[src/rtl/dmem_lsu_pkg.sv]
// Shared constants for the data-memory load/store unit: RV32I width codes,
// FSM state encoding and a legality helper for funct3.
package dmem_lsu_pkg;

  localparam int STATE_W = 2;

  localparam logic [2:0] F3_B  = 3'b000;
  localparam logic [2:0] F3_H  = 3'b001;
  localparam logic [2:0] F3_W  = 3'b010;
  localparam logic [2:0] F3_BU = 3'b100;
  localparam logic [2:0] F3_HU = 3'b101;

  typedef enum logic [STATE_W-1:0] {
    IDLE    = 2'd0,
    LD_DATA = 2'd1,
    RMW_WR  = 2'd2,
    ST_RESP = 2'd3
  } state_t;

  // Stores only know the signed width codes; loads also accept BU/HU.
  function automatic logic f3_legal(input logic we, input logic [2:0] f3);
    logic ok;
    ok = (f3 == F3_B) || (f3 == F3_H) || (f3 == F3_W);
    if (!we) begin
      ok = ok || (f3 == F3_BU) || (f3 == F3_HU);
    end
    return ok;
  endfunction

endpackage

[src/rtl/dmem_lsu_ctrl_load_align.sv]
// Combinational load alignment: picks the addressed byte/halfword lane of a
// memory word and sign- or zero-extends it according to funct3.
module lsu_load_align
  import dmem_lsu_pkg::*;
(
  input  logic [31:0] word,
  input  logic [2:0]  funct3,
  input  logic [1:0]  offset,
  output logic [31:0] data
);

  logic [7:0]  byte_sel;
  logic [15:0] half_sel;

  always_comb begin
    byte_sel = word[{offset, 3'b000} +: 8];
    half_sel = offset[1] ? word[31:16] : word[15:0];
    case (funct3)
      F3_B:    data = {{24{byte_sel[7]}}, byte_sel};
      F3_BU:   data = {24'h000000, byte_sel};
      F3_H:    data = {{16{half_sel[15]}}, half_sel};
      F3_HU:   data = {16'h0000, half_sel};
      F3_W:    data = word;
      default: data = 32'h0000_0000;
    endcase
  end

endmodule

[src/rtl/dmem_lsu_ctrl.sv]
// Load/store unit for a word-wide data memory with 1-cycle registered read.
// Sub-word stores use read-modify-write. Optional define MISALIGN_TRAP_EN
// turns misaligned halfword/word accesses into access faults.
module dmem_lsu_ctrl
  import dmem_lsu_pkg::*;
#(
  parameter logic [31:0] BASE_ADDR = 32'h0000_0000
) (
  input  logic        clk,
  input  logic        rst_n,
  input  logic        req_valid,
  output logic        req_ready,
  input  logic        req_we,
  input  logic [2:0]  req_funct3,
  input  logic [31:0] req_addr,
  input  logic [31:0] req_wdata,
  output logic        rsp_valid,
  output logic [31:0] rsp_rdata,
  output logic        rsp_err,
  output logic        mem_we,
  output logic [31:0] mem_waddr,
  output logic [31:0] mem_raddr,
  output logic [31:0] mem_wdata,
  input  logic [31:0] mem_rdata
);

  state_t      state, state_next;
  logic [31:0] word_q, wdata_q;
  logic [3:0]  mask_q;
  logic [2:0]  funct3_q;
  logic [1:0]  off_q;
  logic        err_q;

  logic [31:0] word_addr;
  logic        accept;
  logic        misalign;
  logic        req_err;
  logic [31:0] st_data;
  logic [3:0]  st_mask;
  logic [31:0] merged;
  logic [31:0] align_data;

  assign word_addr = (req_addr - BASE_ADDR) & 32'hFFFF_FFFC;
  // Ready is forced low while reset is held even though state already reads IDLE.
  assign req_ready = rst_n && (state == IDLE);
  assign accept    = req_valid && req_ready;

  always_comb begin
`ifdef MISALIGN_TRAP_EN
    misalign = ((req_funct3[1:0] == 2'b01) && req_addr[0]) ||
               ((req_funct3[1:0] == 2'b10) && (req_addr[1:0] != 2'b00));
`else
    misalign = 1'b0;
`endif
    req_err = !f3_legal(req_we, req_funct3) || misalign;
  end

  always_comb begin
    st_data = req_wdata;
    st_mask = 4'b1111;
    if (req_funct3[1:0] == 2'b00) begin
      st_data = {4{req_wdata[7:0]}};
      st_mask = 4'b0001 << req_addr[1:0];
    end else if (req_funct3[1:0] == 2'b01) begin
      st_data = {2{req_wdata[15:0]}};
      st_mask = req_addr[1] ? 4'b1100 : 4'b0011;
    end
  end

  always_comb begin
    merged = mem_rdata;
    for (int i = 0; i < 4; i++) begin
      if (mask_q[i]) merged[8*i +: 8] = wdata_q[8*i +: 8];
    end
  end

  lsu_load_align u_align (
    .word   (mem_rdata),
    .funct3 (funct3_q),
    .offset (off_q),
    .data   (align_data)
  );

  always_ff @(posedge clk or negedge rst_n) begin
    if (!rst_n) begin
      state    <= IDLE;
      word_q   <= 32'h0000_0000;
      wdata_q  <= 32'h0000_0000;
      mask_q   <= 4'b0000;
      funct3_q <= 3'b000;
      off_q    <= 2'b00;
      err_q    <= 1'b0;
    end else begin
      state <= state_next;
      if (accept) begin
        word_q   <= word_addr;
        wdata_q  <= st_data;
        mask_q   <= st_mask;
        funct3_q <= req_funct3;
        off_q    <= req_addr[1:0];
        err_q    <= req_err;
      end
    end
  end

  always_comb begin
    state_next = state;
    mem_we     = 1'b0;
    mem_wdata  = 32'h0000_0000;
    mem_raddr  = word_q;
    mem_waddr  = word_q;
    rsp_valid  = 1'b0;
    rsp_err    = 1'b0;
    rsp_rdata  = 32'h0000_0000;
    case (state)
      IDLE: begin
        mem_raddr = word_addr;
        mem_waddr = word_addr;
        if (accept) begin
          if (req_err) begin
            state_next = ST_RESP;
          end else if (!req_we) begin
            state_next = LD_DATA;
          end else if (req_funct3 == F3_W) begin
            mem_we     = 1'b1;
            mem_wdata  = req_wdata;
            state_next = ST_RESP;
          end else begin
            state_next = RMW_WR;
          end
        end
      end
      LD_DATA: begin
        rsp_valid  = 1'b1;
        rsp_rdata  = align_data;
        state_next = IDLE;
      end
      RMW_WR: begin
        mem_we     = 1'b1;
        mem_wdata  = merged;
        state_next = ST_RESP;
      end
      ST_RESP: begin
        rsp_valid  = 1'b1;
        rsp_err    = err_q;
        state_next = IDLE;
      end
      default: state_next = IDLE;
    endcase
  end

endmodule

[config.mk]
export PLATFORM = sky130hd
export DESIGN_NAME = dmem_lsu_ctrl
export DESIGN_NICKNAME = d
export VERILOG_FILES = /design/src/rtl/dmem_lsu_pkg.sv /design/src/rtl/dmem_lsu_ctrl_load_align.sv /design/src/rtl/dmem_lsu_ctrl.sv
export SDC_FILE = /design/constraint.sdc
export NUM_CORES = 1
export LEC_CHECK = 0
export BUFFER_PORTS_ARGS = -buffer_cell sky130_fd_sc_hd__buf_2
export CAP_MARGIN = 0
export CELL_PAD_IN_SITES_DETAIL_PLACEMENT = 0
export CELL_PAD_IN_SITES_GLOBAL_PLACEMENT = 1
export CORE_MARGIN = 10
export CORE_UTILIZATION = 38
export CTS_CLUSTER_DIAMETER = 80
export CTS_CLUSTER_SIZE = 14
export DETAILED_ROUTE_END_ITERATION = 10
export GPL_ROUTABILITY_DRIVEN = 0
export MAX_ROUTING_LAYER = met4
export PLACE_DENSITY_LB_ADDON = 0.25
export SYNTH_ARGS = -nofsm -noshare
export SYNTH_HDL_FRONTEND = slang
export SYNTH_HIERARCHICAL = 1
export SYNTH_SLANG_ARGS = --single-unit
[constraint.sdc]
create_clock -name clk -period 4.6 [get_ports clk]
set_input_delay 0.92 -clock clk [delete_from_list [all_inputs] [get_ports clk]]
set_output_delay 0.92 -clock clk [all_outputs]
set_load 0.05 [all_outputs]
==> summary.txt, run 1 <==
Outcome
  – Status: finished, final reports clean

Yosys
  – Netlist cell types: 41
  – Register area share after synthesis: 0.3368
  – Post-Syn Instances: 626
  – YS warnings: 6
  – Post-synth EDFFs: 0
  – Syn avg cell area: 8.782 um2
  – Primary FF master, synth: dfrtp_1
  – Post-synth ARST share: 1.000
  – Synthesized cell area: 5498 um2
  – Flops & latches, synth: 74

STA
  – Setup ws final: 1134 ps
  – Setup Skew: 4.095 ps
  – Final TNS setup: 0 ps
  – Final period util: 0.7536
  – Final Hold Fails: 0
  – Worst slew pin tran: 1095 ps
  – Rel. slew slack: 0.2673
  – RSZ-0062 raised after global routing: false
  – Final setup vio count: 0
  – Slew Viols, Final: 0
  – Highest Clock Rate: 0.2885 GHz
  – Post-layout minimum cycle time: 3466 ps

Power and ir drop
  – Sw frac: 0.5673
  – Internal power: 2.721 mW
  – Sw power: 3.567 mW
  – Power Density: 910.0 nW/um2
  – Peak supply drop: 0.5782 mV
  – Logic pwr share: 0.665
  – Reg power frac: 0.206
  – P_leak: 3.563 nW
  – Clk network pwr share: 0.129

Final layout
  – Layout fillers: 1379
  – Most frequent cells in the layout: 223 x buf_2, 163 x nand2_1, 74 x dfrtp_1, 62 x mux2i_1, 44 x mux2_2
  – Area delta synth->final: 25.69%
  – Final non-filler cell total: 982
  – Register Area: 1852 um2
  – Most common cell after layout, fill and taps aside: buf_2
  – Nets: 899
  – Layout cells sized above 1: 0.3925
  – Final instance area: 6910 um2
  – Area of the multi-input gates: 3142 um2

Die
  – Row count: 43
  – Io pins: 235
  – Die width: 140.3 um
  – Die area: 19680 um2
  – Core area: 14040 um2
  – Die Y: 140.3 um
  – Starting Density: 0.3915

Clock network
  – Htree depth: 3
  – Clock insertion delay at the later pin of the skew report: 330 ps
  – Reg clk slew, reported paths: 60 ps
  – Hold buffer count at cts: 0
  – TritonCTS buffer count: 9
  – Clk sinks: 74
  – Clock tree buffer depth: 2
  – CTS resizes: 0
  – CTS tree: built
  – CTS root buffer: clkbuf_16
  – Post-CTS setup buffers: 0

Worst setup path
  – Startpoint Class: register
  – Crit path launch: off_q[1]
  – CP max FO: 16
  – Critical path class: register to output port
  – Crit path cell chain: mux2_2 > nand3b_1 > o211ai_1 > and2_1 > buf_2
  – Worst EP arrival: 2550 ps
  – Slowest library cell on the worst path: dfrtp_1
  – R2r startpoint: state[1]
  – Worst setup EP type: output port
  – Crit-path max cell delay: 790 ps
  – Required time worst endpoint: 3680 ps

Global routing
  – GR Util All Layers: 0.1903
  – Grt total ovfl: 0
  – Initial antenna violation count: 1
  – First-pass GRT wire length: 29.48 mm
  – Largest net degree at the start of global routing: 104
  – Vias in the first global route: 5204

Hold path
  – HP Class: register to register
  – Min-delay src: err_q

Placement
  – Dpl hpwl: 14.87 mm
  – Worst slack, placed: 1205 ps
  – # port buffers: 230
  – Placed cells: 965
  – Placed Instance Area: 6564 um2

Routing
  – Pre-antenna DRT Iters: 5
  – Final WL: 19.18 mm
  – Wire per inst: 19.53 um
  – Routed vias/inst: 5.170
  – Via Count: 5077
  – Initial DRC Count: 297
  – Final ANT Viol Nets: 0
  – Remaining DRCs: 0

Job
  – Max-Cap Viols: 0
-- synth_stat cells, drive strengths merged, types with 6 or more instances --
| cell | number | area, um2 |
|---|---|---|
| mux2i | 62 | 620.6 |
| o221ai | 7 | 61.31 |
| mux2 | 44 | 495.5 |
| dfrtp | 74 | 1852 |
| and2 | 35 | 219.0 |
| o21ai | 33 | 165.2 |
| nand2 | 163 | 611.8 |
| nand2b | 6 | 37.54 |
| a21oi | 6 | 30.03 |
| nand3 | 17 | 85.08 |
| o211ai | 16 | 120.1 |
| clkbuf | 20 | 75.07 |
| buf | 66 | 446.7 |
| o2bb2ai | 32 | 280.3 |
-- critical path, delay by kind of cell (launching register included) --
| family | cells | cell delay, ps |
|---|---|---|
| simple gates | 2 | 610 |
| compound gates | 1 | 180 |
| flops | 1 | 790 |
| buf+inv | 1 | 200 |
| mux | 1 | 420 |
-- routing by layer --
layer  part of all wire  wire (um)  up-vias  GRT usage
li1                   -          -     2490          -
met1               0.47       9064     2396     0.2510
met2               0.46       8763      180     0.2929
met4             0.0069        133        0    0.04511
met3              0.064       1219       11    0.03854
met5                  0          0        -          -
-- kinds of logic after synthesis --
logic type / Yosys count / share of synthesized area
multiplexers: 108 / 0.2112
AND/OR/NAND/NOR: 244 / 0.2064
AO/OA/AOI/OAI: 110 / 0.1479
other: 1 / 0.0006821
flip-flops: 74 / 0.3368
buffers and inverters: 89 / 0.09695
-- final cells by class --
cell class / count / area share
Timing Repair Buffer: 242 / 0.1930
Inverter: 3 / 0.001630
Clock inverter: 5 / 0.01485
Antenna cell: 2 / 0.0007242
Multi-Input combinational cell: 466 / 0.4546
Clock buffer: 10 / 0.03458
Tap cell: 180 / 0.03259
Sequential cell: 74 / 0.2680
-- per-stage QoR --
stage	power, mW	hold slack [ps]	utilization
CTS	6.345	475.1	0.4918
floorplan	4.794	441.4	-
detailed placement	5.517	458.8	0.4674
global route	6.661	490.2	0.4919
global placement	5.483	454.2	0.4674
finish	6.289	473.5	0.4921
-- final timing paths --
kind | end | slack [ps] | depth (start not counted)
setup / recovery | rsp_rdata[28] | 1130 | 5
hold / removal | err_q | 470 | 2
setup reg to reg | wdata_q[19] | 2650 | 3
hold reg to reg | err_q | 470 | 2
max in group asynchronous | word_q[12] | 3000 | 3
min in group asynchronous | word_q[20] | 670 | 2
-- flip-flops by register name, indices dropped and copies added (netlist names) --
register  cells
wdata_q      32
funct3_q      3
mask_q        4
word_q       30
off_q         2
err_q         1
state         2
-- power by group through the flow --
stage	registers (mW)	clock network, mW	logic [mW]
after floorplan	1.13	0	3.67
final	1.30	0.808	4.18
after detailed placement	1.30	0	4.22
after global placement	1.29	0	4.19
after global routing	1.34	0.852	4.47
after CTS	1.29	0.828	4.22
No activity file was read; power rests on OpenSTA's default activity.
==> run 2: changes to the inputs <==
--- a/config.mk
+++ b/config.mk
@@ -5,12 +5,13 @@
 export SDC_FILE = /design/constraint.sdc
 export NUM_CORES = 1
 export LEC_CHECK = 0
+export ABC_AREA = 1
 export BUFFER_PORTS_ARGS = -buffer_cell sky130_fd_sc_hd__buf_2
 export CAP_MARGIN = 0
 export CELL_PAD_IN_SITES_DETAIL_PLACEMENT = 0
 export CELL_PAD_IN_SITES_GLOBAL_PLACEMENT = 1
 export CORE_MARGIN = 10
-export CORE_UTILIZATION = 38
+export CORE_UTILIZATION = 29
 export CTS_CLUSTER_DIAMETER = 80
 export CTS_CLUSTER_SIZE = 14
 export DETAILED_ROUTE_END_ITERATION = 10
==> constraint.sdc (replaced) <==
create_clock -name clk -period 3.14 [get_ports clk]
set_input_delay 0.628 -clock clk [delete_from_list [all_inputs] [get_ports clk]]
set_output_delay 0.628 -clock clk [all_outputs]
set_load 0.05 [all_outputs]
==> summary.txt, run 2 <==
Yosys
  – Count leader, synth: nand2_1 (unchanged)
  – Yosys top cell area share: 0.3203 (was 0.3368)
  – Flops & latches, synth: 74 (unchanged)
  – YS warnings: 6 (unchanged)
  – Synthesized cell area: 5782 um2 (was 5498 um2)
  – Cell taking the most area after synthesis: dfrtp_1 (unchanged)
  – Syn avg cell area: 5.998 um2 (was 8.782 um2)
  – Netlist cell types: 26 (was 41)
  – Commonest cells in the synthesized netlist: 337 x nand2_1, 144 x inv_1, 119 x nor2_1 (was 163 x nand2_1, 74 x dfrtp_1, 62 x mux2i_1)
  – Register area share after synthesis: 0.3203 (was 0.3368)
  – Synth top area cells: dfrtp_1 32%, nand2_1 22%, o21ai_0 9.7%, inv_1 9.3%, nor2_1 7.7% (was dfrtp_1 34%, mux2i_1 11%, nand2_1 11%, mux2_2 9.0%, buf_4 5.3%)
  – Post-synth EDFFs: 0 (unchanged)
  – Post-Syn Instances: 964 (was 626)
  – Primary FF master, synth: dfrtp_1 (unchanged)
  – Post-synth ARST share: 1.000 (unchanged)

STA
  – Final TNS setup: 0 ps (unchanged)
  – Worst slew pin tran: 668.1 ps (was 1095 ps)
  – Highest Clock Rate: 0.3557 GHz
  – Final Hold Fails: 0 (unchanged)
  – Rel. slew slack: 0.5529 (was 0.2673)
  – RSZ-0062 raised after global routing: false (unchanged)
  – Final period util: 0.8954
  – Slew Viols, Final: 0 (unchanged)
  – Post-layout minimum cycle time: 2811 ps
  – Final setup vio count: 0 (unchanged)
  – Setup Skew: 7.657 ps (was 4.095 ps)

Routing
  – Via Count: 6198 (was 5077)
  – Final WL: 21.78 mm (was 19.18 mm)
  – Routed vias/inst: 4.368 (was 5.170)
  – Final ANT Viol Nets: 0 (unchanged)
  – Wire per inst: 15.35 um (was 19.53 um)
  – Initial DRC Count: 402 (was 297)
  – Pre-antenna DRT Iters: 5 (unchanged)
  – Remaining DRCs: 0 (unchanged)

Clock network
  – Post-CTS setup buffers: 0 (unchanged)
  – Clock insertion delay at the later pin of the skew report: 340 ps (was 330 ps)
  – CTS root buffer: clkbuf_16 (unchanged)
  – Hold buffer count at cts: 0 (unchanged)
  – CTS resizes: 0 (unchanged)
  – Reg clk slew, reported paths: 60 ps (about the same)
  – Clock tree buffer depth: 2 (unchanged)
  – Clk sinks: 74 (unchanged)
  – Htree depth: 3 (unchanged)
  – TritonCTS buffer count: 9 (unchanged)
  – CTS tree: built (unchanged)

Worst setup path
  – Crit path cell chain: nand3_2 > inv_1 > nand2_1 > nand2_1 > inv_1 > nand2_1 > inv_1 > nor2_1 > buf_2 (was mux2_2 > nand3b_1 > o211ai_1 > and2_1 > buf_2)
  – Worst setup EP type: output port (unchanged)
  – Slowest library cell on the worst path: dfrtp_1 (unchanged)
  – Critical path class: register to output port (unchanged)
  – Worst EP arrival: 2180 ps (was 2550 ps)
  – Crit-path max cell delay: 590 ps (was 790 ps)
  – Required time worst endpoint: 2510 ps (was 3680 ps)
  – Worst path buffer plus inverter count: 4 (was 1)
  – Delay-heaviest family, CP: buffers and inverters (was flip-flops)
  – CP max FO: 13 (was 16)
  – Startpoint Class: register (unchanged)

Final layout
  – Area delta synth->final: 25.93% (was 25.69%)
  – Register Area: 1852 um2 (unchanged)
  – Layout cells sized above 1: 0.2439 (was 0.3925)
  – Largest Register: wdata_q (unchanged)
  – Area of the multi-input gates: 2848 um2 (was 3142 um2)
  – Final core occ: 0.3729 (was 0.4921)
  – Final instance area: 7281 um2 (was 6910 um2)
  – Max reg flops: 32 (unchanged)
  – Layout fillers: 2254 (was 1379)
  – Most common cell after layout, fill and taps aside: nand2_1 (was buf_2)
  – Nets: 1243 (was 899)
  – Largest regs: wdata_q x32, word_q x30, mask_q x4 (unchanged)
  – Most frequent cells in the layout: 336 x nand2_1, 229 x buf_2, 144 x inv_1, 119 x nor2_1, 112 x o21ai_0 (was 223 x buf_2, 163 x nand2_1, 74 x dfrtp_1, 62 x mux2i_1, 44 x mux2_2)

Global routing
  – GR Util All Layers: 0.1668 (was 0.1903)
  – M1 GR Usage: 0.2231 (was 0.2510)
  – Vias in the first global route: 6040 (was 5204)
  – Most Crowded Layer GR: met2 (unchanged)
  – First-pass GRT wire length: 33.75 mm (was 29.48 mm)
  – GR Layer Usage met3: 0.04398 (was 0.03854)
  – Routing usage on met2: 0.2468 (was 0.2929)
  – Largest net degree at the start of global routing: 64 (was 104)
  – Grt total ovfl: 0 (unchanged)
  – Initial antenna violation count: 10 (was 1)

Die
  – Row count: 51 (was 43)
  – Starting Density: 0.2961 (was 0.3915)
  – Io pins: 235 (unchanged)
  – Die area: 25990 um2 (was 19680 um2)
  – Die width: 161.2 um (was 140.3 um)
  – Die Y: 161.2 um (was 140.3 um)
  – Core area: 19530 um2 (was 14040 um2)

Hold path
  – HP Class: input port to asynchronous set/reset pin (was register to register)

Placement
  – # port buffers: 230 (unchanged)
  – Dpl hpwl: 17.59 mm (was 14.87 mm)
  – Placed Instance Area: 6893 um2 (was 6564 um2)

Power and ir drop
  – Power Density: 1307 nW/um2 (was 910.0 nW/um2)
  – P_leak: 4.396 nW (was 3.563 nW)
  – Peak supply drop: 0.8980 mV (was 0.5782 mV)

Outcome
  – Status: finished, final reports clean (unchanged)

Job
  – Max-Cap Viols: 0 (unchanged)
run 2: changes by cell type in the layout (fill, tap and decap cells not counted), moves of 10 or more:
cell       change
inv_1        +142
nand4_1       +10
o21ai_1       +18
nor2_1       +116
o21ai_0       +79
mux2i_1       -62
mux2_2        -44
a21oi_1       +14
and2_1        -35
nand2_1      +173
o2bb2ai_1     -32
run 2: layer usage:
metal / wire (um) / share of wire
met1: 10570 / 0.49
met2: 9412 / 0.43
met3: 1537 / 0.071
met4: 255 / 0.012
met5: 0 / 0
run 2: area by class of cell:
cell class / count / area share
multi-input combinational: 661 / 0.3911
sequential: 74 / 0.2543
timing repair buffer: 248 / 0.1804
inverter: 146 / 0.07527
tap: 265 / 0.04554
clock buffer: 9 / 0.03093
clock inverter: 6 / 0.01890
antenna: 10 / 0.003437
run 2: through the flow:
stage | worst slack, ps | hold slack (ps) | power, mW | std cells
finish | 328.6 | 100.1 | 9.514 | 1419
global placement | 561.3 | 454.5 | 8.307 | 1394
global route | 78.45 | 91.46 | 10.21 | 1419
detailed placement | 498.5 | 457.6 | 8.315 | 1394
CTS | 320.7 | 92.73 | 9.635 | 1409
floorplan | 187.9 | 332.4 | 7.171 | 967
run 2: report_power, final:
group          leakage (nW)  switching (mW)  total [mW]  internal [mW]
registers             0.920           0.380        1.80           1.42
clock network         0.176           0.424        1.28          0.857
logic                  3.30            4.99        6.43           1.44
run 2: path summary, 6_finish.rpt:
| check | to | cells past startpoint | slack (ps) | from |
|---|---|---|---|---|
| worst min-delay path | mask_q[1] | 1 | 100 | rst_n |
| min in group clk | wdata_q[31] | 2 | 470 | wdata_q[31] |
| worst max-delay path | rsp_rdata[14] | 9 | 330 | funct3_q[1] |
| worst min register to register | wdata_q[31] | 2 | 470 | wdata_q[31] |
| worst max register to register | mask_q[3] | 6 | 1320 | state[1] |
| max in group asynchronous | wdata_q[31] | 2 | 2430 | rst_n |
run 2: cell families after synthesis:
family | Yosys count | share of synthesized area
buf+inv | 232 | 0.1909
other cells | 1 | 0.0006486
flops | 74 | 0.3203
simple gates | 499 | 0.3480
compound gates | 158 | 0.1402
run 2: worst register-to-register path: stages (launching register included):
cell	delay, ps
dfrtp_1	430
nor2_2	200
nand3_4	180
buf_4	310
inv_1	110
buf_4	300
o21ai_0	140
==> run 3: changes to the inputs <==
--- a/config.mk
+++ b/config.mk
@@ -17,7 +17,7 @@
 export DETAILED_ROUTE_END_ITERATION = 10
 export GPL_ROUTABILITY_DRIVEN = 0
 export MAX_ROUTING_LAYER = met4
-export PLACE_DENSITY_LB_ADDON = 0.25
+export PLACE_DENSITY_LB_ADDON = 0.1
 export SYNTH_ARGS = -nofsm -noshare
 export SYNTH_HDL_FRONTEND = slang
 export SYNTH_HIERARCHICAL = 1
==> summary.txt, run 3 (synthesized netlist as in run 2, its figures left out) <==
Outcome
  – Status: finished, final reports clean (unchanged)

Placement
  – Placed cells: 1396 (was 1394)
  – Dpl hpwl: 17.63 mm (was 17.59 mm)
  – # port buffers: 230 (unchanged)
  – Worst slack, placed: 635.0 ps (was 498.5 ps)

STA
  – Rel. slew slack: 0.4650 (was 0.5529)
  – Setup ws final: 372.2 ps (was 328.6 ps)
  – RSZ-0062 raised after global routing: false (unchanged)
  – Final setup vio count: 0 (unchanged)
  – Highest Clock Rate: 0.3613 GHz (was 0.3557 GHz)
  – Final TNS setup: 0 ps (unchanged)
  – Worst slew pin tran: 799.6 ps (was 668.1 ps)
  – Post-layout minimum cycle time: 2768 ps (was 2811 ps)
  – Slew Viols, Final: 0 (unchanged)
  – Setup Skew: 10.20 ps (was 7.657 ps)
  – Final period util: 0.8815 (was 0.8954)
  – Final Hold Fails: 0 (unchanged)

Clock network
  – Hold buffer count at cts: 0 (unchanged)
  – Htree depth: 3 (unchanged)
  – Post-CTS setup buffers: 0 (unchanged)
  – Clock insertion delay at the later pin of the skew report: 350 ps (was 340 ps)
  – TritonCTS buffer count: 9 (unchanged)
  – CTS root buffer: clkbuf_16 (unchanged)
  – Reg clk slew, reported paths: 60 ps (about the same)
  – Clk sinks: 74 (unchanged)
  – CTS resizes: 0 (unchanged)
  – Clock tree buffer depth: 2 (unchanged)
  – CTS tree: built (unchanged)

Routing
  – Initial DRC Count: 326 (was 402)
  – Wire per inst: 15.41 um (was 15.35 um)
  – Via Count: 6094 (was 6198)
  – Remaining DRCs: 0 (unchanged)
  – Pre-antenna DRT Iters: 5 (unchanged)
  – Final WL: 21.83 mm (was 21.78 mm)
  – Routed vias/inst: 4.304 (was 4.368)
  – Final ANT Viol Nets: 0 (unchanged)

Die
  – Core area: 19530 um2 (unchanged)
  – Die Y: 161.2 um (unchanged)
  – Starting Density: 0.2961 (unchanged)
  – Io pins: 235 (unchanged)
  – Die width: 161.2 um (unchanged)
  – Row count: 51 (unchanged)
  – Die area: 25990 um2 (unchanged)

Power and ir drop
  – Peak supply drop: 0.8362 mV (was 0.8980 mV)
  – Internal power: 3.586 mW (was 3.724 mW)
  – Power Density: 1292 nW/um2 (was 1307 nW/um2)
  – Sw power: 5.748 mW (was 5.791 mW)
  – Sw frac: 0.6158 (was 0.6086)
  – Logic pwr share: 0.688 (was 0.676)
  – Reg power frac: 0.192 (was 0.190)
  – Clk network pwr share: 0.120 (was 0.135)
  – P_leak: 4.378 nW (was 4.396 nW)

Worst setup path
  – Startpoint Class: register (unchanged)
  – Worst Reg-to-Reg Cells: 7 (was 6)
  – Worst EP arrival: 2140 ps (was 2180 ps)
  – Crit path cell chain: inv_1 > nor2_1 > nor2_2 > nand2_1 > nand2_2 > nand2_4 > nand2_1 > inv_1 > nor2_1 > buf_2 (was nand3_2 > inv_1 > nand2_1 > nand2_1 > inv_1 > nand2_1 > inv_1 > nor2_1 > buf_2)
  – Crit-path max cell delay: 640 ps (was 590 ps)
  – CP max FO: 24 (was 13)
  – Critical path class: register to output port (unchanged)
  – Worst setup EP type: output port (unchanged)
  – Required time worst endpoint: 2510 ps (about the same)
  – Slowest library cell on the worst path: dfrtp_1 (unchanged)

Final layout
  – Largest Register: wdata_q (unchanged)
  – Final core occ: 0.3701 (was 0.3729)
  – Area delta synth->final: 24.99% (was 25.93%)
  – Most common cell after layout, fill and taps aside: nand2_1 (unchanged)
  – Final non-filler cell total: 1416 (was 1419)
  – Nets: 1245 (was 1243)
  – Most frequent cells in the layout: 336 x nand2_1, 229 x buf_2, 144 x inv_1, 119 x nor2_1, 112 x o21ai_0 (unchanged)
  – Layout cells sized above 1: 0.2443 (was 0.2439)
  – Largest regs: wdata_q x32, word_q x30, mask_q x4 (unchanged)
  – Max reg flops: 32 (unchanged)

Global routing
  – Vias in the first global route: 6095 (was 6040)
  – Initial antenna violation count: 5 (was 10)
  – GR Util All Layers: 0.1696 (was 0.1668)
  – Grt total ovfl: 0 (unchanged)
  – Largest net degree at the start of global routing: 78 (was 64)
  – First-pass GRT wire length: 34.28 mm (was 33.75 mm)

Job
  – Max-Cap Viols: 0 (unchanged)

Hold path
  – HP Class: input port to asynchronous set/reset pin (unchanged)
run 3: cell count changes in the layout (fill, tap and decap cells not counted):
cell,delta
bufinv_16,-2
buf_4,+3
diode_2,-5
clkbuf_1,+1
buf_12,-1
inv_6,-1
clkbuf_8,+1
clkinvlp_4,+1
run 3: layout make-up:
type	count	area, um2
inverters	146	548.0
diodes	5	12.51
well taps	265	331.6
clock inverters	4	76.32
multi-input cells	661	2848
fillers	2289	12300
clock buffers	11	242.7
flip-flops and latches	74	1852
repair buffers	250	1316
run 3: per-layer routing:
metal  vias to the layer above  global-route usage  routed length [um]
li1                       3246                   -                   -
met3                        11             0.04957                1571
met5                         -                   -                   0
met4                         0             0.03350                 181
met1                      2662              0.2305               10730
met2                       175              0.2453                9346
run 3: path summary, 6_finish.rpt:
path,start,to,slack (ps)
worst min-delay path,rst_n,word_q[16],300
worst max register to register,state[1],wdata_q[18],1490
worst max-delay path,off_q[1],rsp_rdata[19],370
max in group asynchronous,rst_n,wdata_q[3],1930
min in group clk,wdata_q[30],wdata_q[30],470
worst min register to register,wdata_q[30],wdata_q[30],470
run 3: power by group through the flow:
stage               Sequential [mW]  Combinational, mW  Clock [mW]
floorplan                      1.62               5.55           0
global placement               1.80               6.51           0
detailed placement             1.81               6.50           0
CTS                            1.80               6.52        1.16
global route                   1.87               7.01        1.20
finish                         1.79               6.42        1.12
run 3: worst max-delay path: cells and delay by family (launching register included):
family / cells / cell delay, ps
DFF: 1 / 640
and+or+nand+nor: 7 / 700
buffers and inverters: 3 / 460
run 3: through the flow:
step / total power, mW / area (um2) / hold slack (ps)
2_1_floorplan: 7.171 / 5793 / 332.4
3_3_place_gp: 8.313 / 6895 / 459.5
3_5_place_dp: 8.314 / 6895 / 462.5
4_1_cts: 9.476 / 7214 / 299.0
5_1_grt: 10.08 / 7227 / 305.9
6_report: 9.334 / 7227 / 296.3
